--- src/rtl/alk_flag_rdmux_if.sv ---
// Flag-readout bus bundle: producer-side flag inputs, the read request
// and the registered WBUS drive back out of the flag block.
interface alk_flag_rdmux_if #(
  parameter int WIDTH  = 2,
  parameter int NGROUP = 2,
  parameter int GSEL_W = (NGROUP > 1) ? $clog2(NGROUP) : 1
) ();
  localparam int NFLAG = WIDTH * NGROUP;

  logic [NFLAG-1:0]  flag_in_h;
  logic [NFLAG-1:0]  flag_ld_h;
  logic              rd_req_h;
  logic [GSEL_W-1:0] rd_grp_h;
  logic              rd_clr_h;
  logic [NFLAG-1:0]  flags_h;
  logic [31:0]       wbus_out_h;
  logic [31:0]       wbus_oe_h;
  logic              rd_vld_h;

  modport master (
    output flag_in_h, flag_ld_h, rd_req_h, rd_grp_h, rd_clr_h,
    input  flags_h, wbus_out_h, wbus_oe_h, rd_vld_h
  );

  modport slave (
    input  flag_in_h, flag_ld_h, rd_req_h, rd_grp_h, rd_clr_h,
    output flags_h, wbus_out_h, wbus_oe_h, rd_vld_h
  );
endinterface

--- src/rtl/alk_flag_rdmux.sv ---
// Flag register bank with per-flag capture/sticky control and a registered
// one-cycle readout of one selected group onto the WBUS.
module alk_flag_rdmux #(
  parameter int WIDTH    = 2,
  parameter int NGROUP   = 2,
  parameter int WBUS_LSB = 30,
  parameter logic [WIDTH*NGROUP-1:0] STICKY_MASK = '0,
  parameter int GSEL_W   = (NGROUP > 1) ? $clog2(NGROUP) : 1
) (
  input  logic                clk_h,
  input  logic                reset_l,
  alk_flag_rdmux_if.slave     bus,
  output logic                dbg_state_o
);
  localparam int NFLAG = WIDTH * NGROUP;

  typedef enum logic {IDLE = 1'b0, DRIVE = 1'b1} state_t;

  state_t           state_q, state_d;
  logic [WIDTH-1:0] snap_q, snap_d;
  logic [NFLAG-1:0] flags_q, flags_d;
  logic [NFLAG-1:0] clr_mask;

  // Handshake: a request is accepted on every edge it is high (no ready);
  // rd_vld_h is high exactly in the cycle after each accepted request.
  always_comb begin
    snap_d   = '0;
    clr_mask = '0;
    state_d  = IDLE;
    if (bus.rd_req_h) begin
      state_d = DRIVE;
      // Out-of-range groups match nothing: zero snapshot, no clear.
      for (int g = 0; g < NGROUP; g++) begin
        if (bus.rd_grp_h == GSEL_W'(g)) begin
          snap_d = flags_q[g*WIDTH +: WIDTH];
          if (bus.rd_clr_h) clr_mask[g*WIDTH +: WIDTH] = '1;
        end
      end
    end
  end

  // Capture beats clear; sticky flags OR new events onto the surviving value.
  always_comb begin
    flags_d = (flags_q & ~clr_mask & ~bus.flag_ld_h)
            | (bus.flag_ld_h & bus.flag_in_h)
            | (bus.flag_ld_h & STICKY_MASK & flags_q & ~clr_mask);
  end

  always_ff @(posedge clk_h or negedge reset_l) begin
    if (!reset_l) begin
      state_q <= IDLE;
      snap_q  <= '0;
      flags_q <= '0;
    end else begin
      state_q <= state_d;
      snap_q  <= snap_d;
      flags_q <= flags_d;
    end
  end

  always_comb begin
    bus.wbus_out_h = '0;
    bus.wbus_oe_h  = '0;
    bus.rd_vld_h   = 1'b0;
    if (state_q == DRIVE) begin
      bus.wbus_out_h = 32'(snap_q) << WBUS_LSB;
      bus.wbus_oe_h  = 32'({WIDTH{1'b1}}) << WBUS_LSB;
      bus.rd_vld_h   = 1'b1;
    end
  end

  assign bus.flags_h  = flags_q;
  assign dbg_state_o  = state_q;
endmodule

--- src/flat_wrapper.sv ---
// flat-port wrapper written by rule: the top's interface ports become plain ports
module alk_flag_rdmux_flat 
#(
  parameter int WIDTH    = 2,
  parameter int NGROUP   = 2,
  parameter int WBUS_LSB = 30,
  parameter logic [WIDTH*NGROUP-1:0] STICKY_MASK = '0,
  parameter int GSEL_W   = (NGROUP > 1) ? $clog2(NGROUP) : 1
)
  (clk_h, reset_l, dbg_state_o, bus_flag_in_h, bus_flag_ld_h, bus_rd_req_h, bus_rd_grp_h, bus_rd_clr_h, bus_flags_h, bus_wbus_out_h, bus_wbus_oe_h, bus_rd_vld_h);
  alk_flag_rdmux_if #(.WIDTH(WIDTH), .NGROUP(NGROUP), .GSEL_W(GSEL_W)) bus_i ();
  input  logic clk_h;
  input  logic reset_l;
  output logic dbg_state_o;
  input wire logic [$bits(bus_i.flag_in_h)-1:0] bus_flag_in_h;
  input wire logic [$bits(bus_i.flag_ld_h)-1:0] bus_flag_ld_h;
  input wire logic [$bits(bus_i.rd_req_h)-1:0] bus_rd_req_h;
  input wire logic [$bits(bus_i.rd_grp_h)-1:0] bus_rd_grp_h;
  input wire logic [$bits(bus_i.rd_clr_h)-1:0] bus_rd_clr_h;
  output wire logic [$bits(bus_i.flags_h)-1:0] bus_flags_h;
  output wire logic [$bits(bus_i.wbus_out_h)-1:0] bus_wbus_out_h;
  output wire logic [$bits(bus_i.wbus_oe_h)-1:0] bus_wbus_oe_h;
  output wire logic [$bits(bus_i.rd_vld_h)-1:0] bus_rd_vld_h;
  assign bus_i.flag_in_h = bus_flag_in_h;
  assign bus_i.flag_ld_h = bus_flag_ld_h;
  assign bus_i.rd_req_h = bus_rd_req_h;
  assign bus_i.rd_grp_h = bus_rd_grp_h;
  assign bus_i.rd_clr_h = bus_rd_clr_h;
  assign bus_flags_h = bus_i.flags_h;
  assign bus_wbus_out_h = bus_i.wbus_out_h;
  assign bus_wbus_oe_h = bus_i.wbus_oe_h;
  assign bus_rd_vld_h = bus_i.rd_vld_h;
  alk_flag_rdmux #(.WIDTH(WIDTH), .NGROUP(NGROUP), .WBUS_LSB(WBUS_LSB), .STICKY_MASK(STICKY_MASK), .GSEL_W(GSEL_W)) u_core (.clk_h(clk_h), .reset_l(reset_l), .bus(bus_i), .dbg_state_o(dbg_state_o));
endmodule
--- config.mk ---
export PLATFORM = sky130hd
export DESIGN_NAME = alk_flag_rdmux_flat
export DESIGN_NICKNAME = d
export VERILOG_FILES = /design/src/rtl/alk_flag_rdmux_if.sv /design/src/rtl/alk_flag_rdmux.sv /design/src/flat_wrapper.sv
export SDC_FILE = /design/constraint.sdc
export NUM_CORES = 1
export LEC_CHECK = 0
export CAP_MARGIN = 30
export CORE_MARGIN = 2
export CORE_UTILIZATION = 30
export CTS_CLUSTER_SIZE = 25
export DETAILED_ROUTE_END_ITERATION = 8
export GPL_ROUTABILITY_DRIVEN = 1
export GPL_TIMING_DRIVEN = 0
export PLACE_DENSITY = 0.85
export SETUP_SLACK_MARGIN = 0.05
export SLEW_MARGIN = 15
export SYNTH_ARGS = -nofsm -noshare
export SYNTH_HDL_FRONTEND = slang
export SYNTH_SLANG_ARGS = --single-unit
--- constraint.sdc ---
create_clock -name clk_h -period 2.57 [get_ports clk_h]
set_clock_uncertainty 0.1 [all_clocks]
set_input_delay 0.3855 -clock clk_h [delete_from_list [all_inputs] [get_ports clk_h]]
set_output_delay 0.3855 -clock clk_h [all_outputs]
set_load 0.02 [all_outputs]
* Word-level counts from Yosys, hierarchy flattened
Index checks and enable logic that the tools add are counted.
** Word-level totals
- Register bits after elaboration :: 7
- Output and inout bits :: 70
- Memory bits (read-only) :: 0
- Memories :: 0
- Logic and storage cells :: 19
- Bits in latches :: 0
- RAM bits :: 0
** Operators by class
- Muxes and demuxes :: 10
- Bitwise gates (word level) :: 6
- $mul :: 0
- Shifts and indexed selects :: 0
- Add/sub/neg operators :: 0
- $lt $le $gt $ge :: 0
- Eq/ne operators :: 0
- Divide/modulo/power cells :: 0
- Reduce and logical (&&, ||, !) cells :: 0
** Operators with widths (number)
- 32-bit two-way mux :: 2
- 4-bit bitwise AND :: 3
- 2-bit two-way mux :: 5
- 4-bit inverter :: 2
- 4-bit two-way mux :: 1
- 4-bit bitwise OR :: 1
- 1-bit two-way mux :: 2

* Longest topological paths before layout
- Word-level depth :: 7
- Mapped depth :: 2

* Worst setup path before layout
OpenSTA, ideal clock, no wires.
- Kind :: register to output
- Start :: register u_core.state_q (netlist: u_core.dbg_state_o)
- End :: output port bus_wbus_out_h[30]
- Path buffers :: 0
- Stages on the path, launching flop included :: 2
- Arrival time :: 758 ps
- Slack :: 1326 ps
- Cell sequence :: dfrtp_1 -> and2_1
** On the way
- Word-level cells in the longest chain between the ends :: 1
** Ends and longest elaborated chain
- start: declaration :: RTL line alk_flag_rdmux.sv:19 : state_t state_q, state_d;
- start signal: assignment :: RTL line alk_flag_rdmux.sv:55 : state_q <= state_d;
- 32-bit two-way mux :: RTL line alk_flag_rdmux.sv:65 : if (state_q == DRIVE) begin
- end: declaration :: RTL line flat_wrapper.sv:21 : output wire logic [$bits(bus_i.wbus_out_h)-1:0] bus_wbus_out_h;
No other way between the ends.

* Final worst setup path
Ends and elaborated chain as after synthesis.

==> impl_metrics.py <==
metrics = {
    "outcome": {
        "outcome": "finished, final reports clean",
    },
    "route": {
        "antenna_left": 0,
        "routed-via-count": 613,
        "avgViaCountPerCell": 3.03,
        "dr.pass1.iters": 3,
        "post_drt_wl_per_cell_um": 6.46,
        "drtIter0Drc": 4,
        "totalWireLength_um": 1310,
        "drc": 0,
    },
    "timing": {
        "setup_viol": 0,
        "unrepaired_setup_endpoints_after_global_routing": "no",
        "fmax_mhz": 524,
        "finalCritPeriodShare": 0.743,
        "final_max_slew_viol_count": 0,
        "timing_hold_violations_final": 0,
        "finalWorstPathRequiredPeriod_ns": 1.91,
        "setup-tns-final_ns": 0,
    },
    "cts": {
        "numClockSinks": 7,
        "postCtsHoldBufs": 0,
        "cts.reportedPaths.clkPinSlew_ns": 0.05,
        "htree_levels": 1,
        "ctsRootBufferMaster": "sky130_fd_sc_hd__clkbuf_4",
        "tritoncts": "yes",
        "cts_post_setup_buffers_inserted": 0,
        "cts.path.max_buffers": 2,
        "worstSkewPairLatency_ns": 0.25,
        "cts_repair_resize_count": 0,
        "cts_made_buffers": 3,
    },
    "logic_synthesis": {
        "ys_ff_latch": 7,
        "cell_variety_after_synth": 9,
        "netlist_area_um2": 769,
        "seq_area_frac_synth": 0.228,
        "netlist.area_leader.share": 0.615,
        "yosys.area.top_type": "sky130_fd_sc_hd__buf_4",
        "yosys-top-cells-area": "sky130_fd_sc_hd__buf_4 61%, sky130_fd_sc_hd__dfrtp_1 23%, sky130_fd_sc_hd__nor2b_1 4.9%, sky130_fd_sc_hd__a22o_1 4.6%, sky130_fd_sc_hd__mux2i_1 2.6%",
        "syn_area_per_cell_um2": 8.84,
        "synth_cells": 87,
        "ys_warn_count": 0,
    },
    "global_route": {
        "antenna_found_initial": 0,
        "grt_first_pass_wirelength_um": 1580,
        "grt.total_usage": 0.0750,
        "globalRouteOverflowTotal": 0,
        "vias_in_the_first_global_route": 417,
        "grt_start_max_net_pins": 8,
    },
    "cells_and_area": {
        "mostFrequentLayoutCells": "63 x sky130_fd_sc_hd__buf_4, 60 x sky130_fd_sc_hd__conb_1, 22 x sky130_fd_sc_hd__clkdlybuf4s50_1, 7 x sky130_fd_sc_hd__dfrtp_1, 6 x sky130_fd_sc_hd__nor2b_1",
        "post_layout_nonfiller_instances": 202,
        "antenna_cells_inserted": 0,
        "layout.cell_area.non_filler_um2": 1270,
        "design.final.nets": 186,
        "drive_above_1_share": 0.384,
        "layout.cells.most_common": "sky130_fd_sc_hd__buf_4",
        "fillers": 235,
        "syn_to_final_growth_pct": 65.7,
    },
    "placement": {
        "placement_cell_area_um2": 1250,
        "dpl.hpwl_um": 1190,
        "placed_cells": 198,
        "portBuffers": 22,
        "gp_routability_congestion": 0.630,
    },
    "die": {
        "initial_core_util": 0.313,
        "floorplan.die.height_um": 54.6,
        "die_area_um2": 2990,
        "rows": 18,
        "placeableCoreArea_um2": 2450,
        "io-pin-count": 83,
        "chipWidth_um": 54.6,
    },
    "flow_run": {
        "max-cap-violations": 0,
    },
    "critical_path": {
        "critPathMaxStageDelay_ns": 0.60,
        "timing.critical_path.slowest_stage_cell": "sky130_fd_sc_hd__clkdlybuf4s50_1",
        "critical_path_peak_fanout": 6,
        "cp-end-kind": "output pin",
        "crit_path_start_kind": "flop",
        "worstPathRequired_ns": 2.08,
        "critPathKind": "flop to output pin",
        "timing.critical_path.cells": "and2_1, clkdlybuf4s50_1",
        "timing.critical_path.arrival_ns": 1.42,
    },
    "power_and_ir_drop": {
        "maximum_ir_drop_on_the_vdd_rail_mv": 0.274,
        "power.static_leakage_nw": 0.771,
        "powerDensity_nw_per_um2": 354,
        "post-layout-total-power_mw": 0.451,
    },
    "worst_hold_path": {
        "hp-class": "input port to async pin",
    },
}
==> Yosys cell counts <==
cell type	number
sky130_fd_sc_hd__buf_4	63
sky130_fd_sc_hd__dfrtp_1	7
sky130_fd_sc_hd__nor2b_1	6
sky130_fd_sc_hd__a22o_1	4
sky130_fd_sc_hd__and2_1	2
sky130_fd_sc_hd__mux2i_1	2
sky130_fd_sc_hd__conb_1	1
sky130_fd_sc_hd__nand3_1	1
sky130_fd_sc_hd__nand3b_1	1
==> state kept, by name (all words and copies together) (netlist names) <==
name                flops
u_core.snap_q           2
u_core.dbg_state_o      1
u_core.bus.flags_h      4
==> critical path, delay by kind of cell (launching register included) <==
| kind | cells | cell delay (ns) |
|---|---|---|
| AND/OR/NAND/NOR | 1 | 0.15 |
| buffers and inverters | 1 | 0.60 |
| flip-flops | 1 | 0.42 |
==> cells by family after synthesis <==
kind of cell | share of synthesized area
flops | 0.228
other cells | 0.00487
simple gates | 0.0813
compound gates | 0.0455
mux | 0.0260
buf+inv | 0.615
==> final cells by class <==
class                   instances  area, um^2  area share
well taps                      30        37.5      0.0294
plain buffers                  63         473       0.371
flip-flops and latches          7         175       0.137
clock buffers                   4        26.3      0.0206
multi-input cells              76         343       0.269
repair buffers                 22         220       0.173
==> metrics by stage <==
step / utilization / hold WS, ns / worst slack (ns)
6_report: 0.519 / 0.301 / 0.661
5_1_grt: 0.519 / 0.319 / 0.580
4_1_cts: 0.519 / 0.296 / 0.617
3_5_place_dp: 0.509 / 0.476 / 0.899
3_3_place_gp: 0.509 / 0.471 / 0.901
2_1_floorplan: - / -0.0101 / 1.33
==> layer usage <==
metal  wire length, um  vias up  share of wire  global-route usage
li1                  -      322              -                   -
met1               387      241           0.30              0.0730
met2               714       48           0.55               0.139
met3               184        2           0.14             0.00820
met4                19        0          0.015              0.0625
met5                 0        -              0                   0
==> final timing paths <==
check | slack [ns] | cells after the start | start | endpoint
worst max-delay path | 0.66 | 2 | u_core.dbg_state_o | bus_wbus_out_h[30]
worst min-delay path | 0.30 | 1 | reset_l | u_core.bus.flags_h[3]
worst max register to register | 1.63 | 2 | u_core.bus.flags_h[3] | u_core.bus.flags_h[3]
worst min register to register | 0.49 | 2 | u_core.bus.flags_h[1] | u_core.snap_q[1]
max in group asynchronous | 1.82 | 1 | reset_l | u_core.bus.flags_h[1]
min in group clk_h | 0.49 | 2 | u_core.bus.flags_h[1] | u_core.snap_q[1]
==> report_power, final <==
group | switching, mW | leakage (nW) | internal (mW)
combinational | 0.119 | 0.669 | 0.107
clock | 0.0396 | 0.0150 | 0.0592
sequential | 0.00683 | 0.0873 | 0.119
No activity file was read; power rests on OpenSTA's default activity.
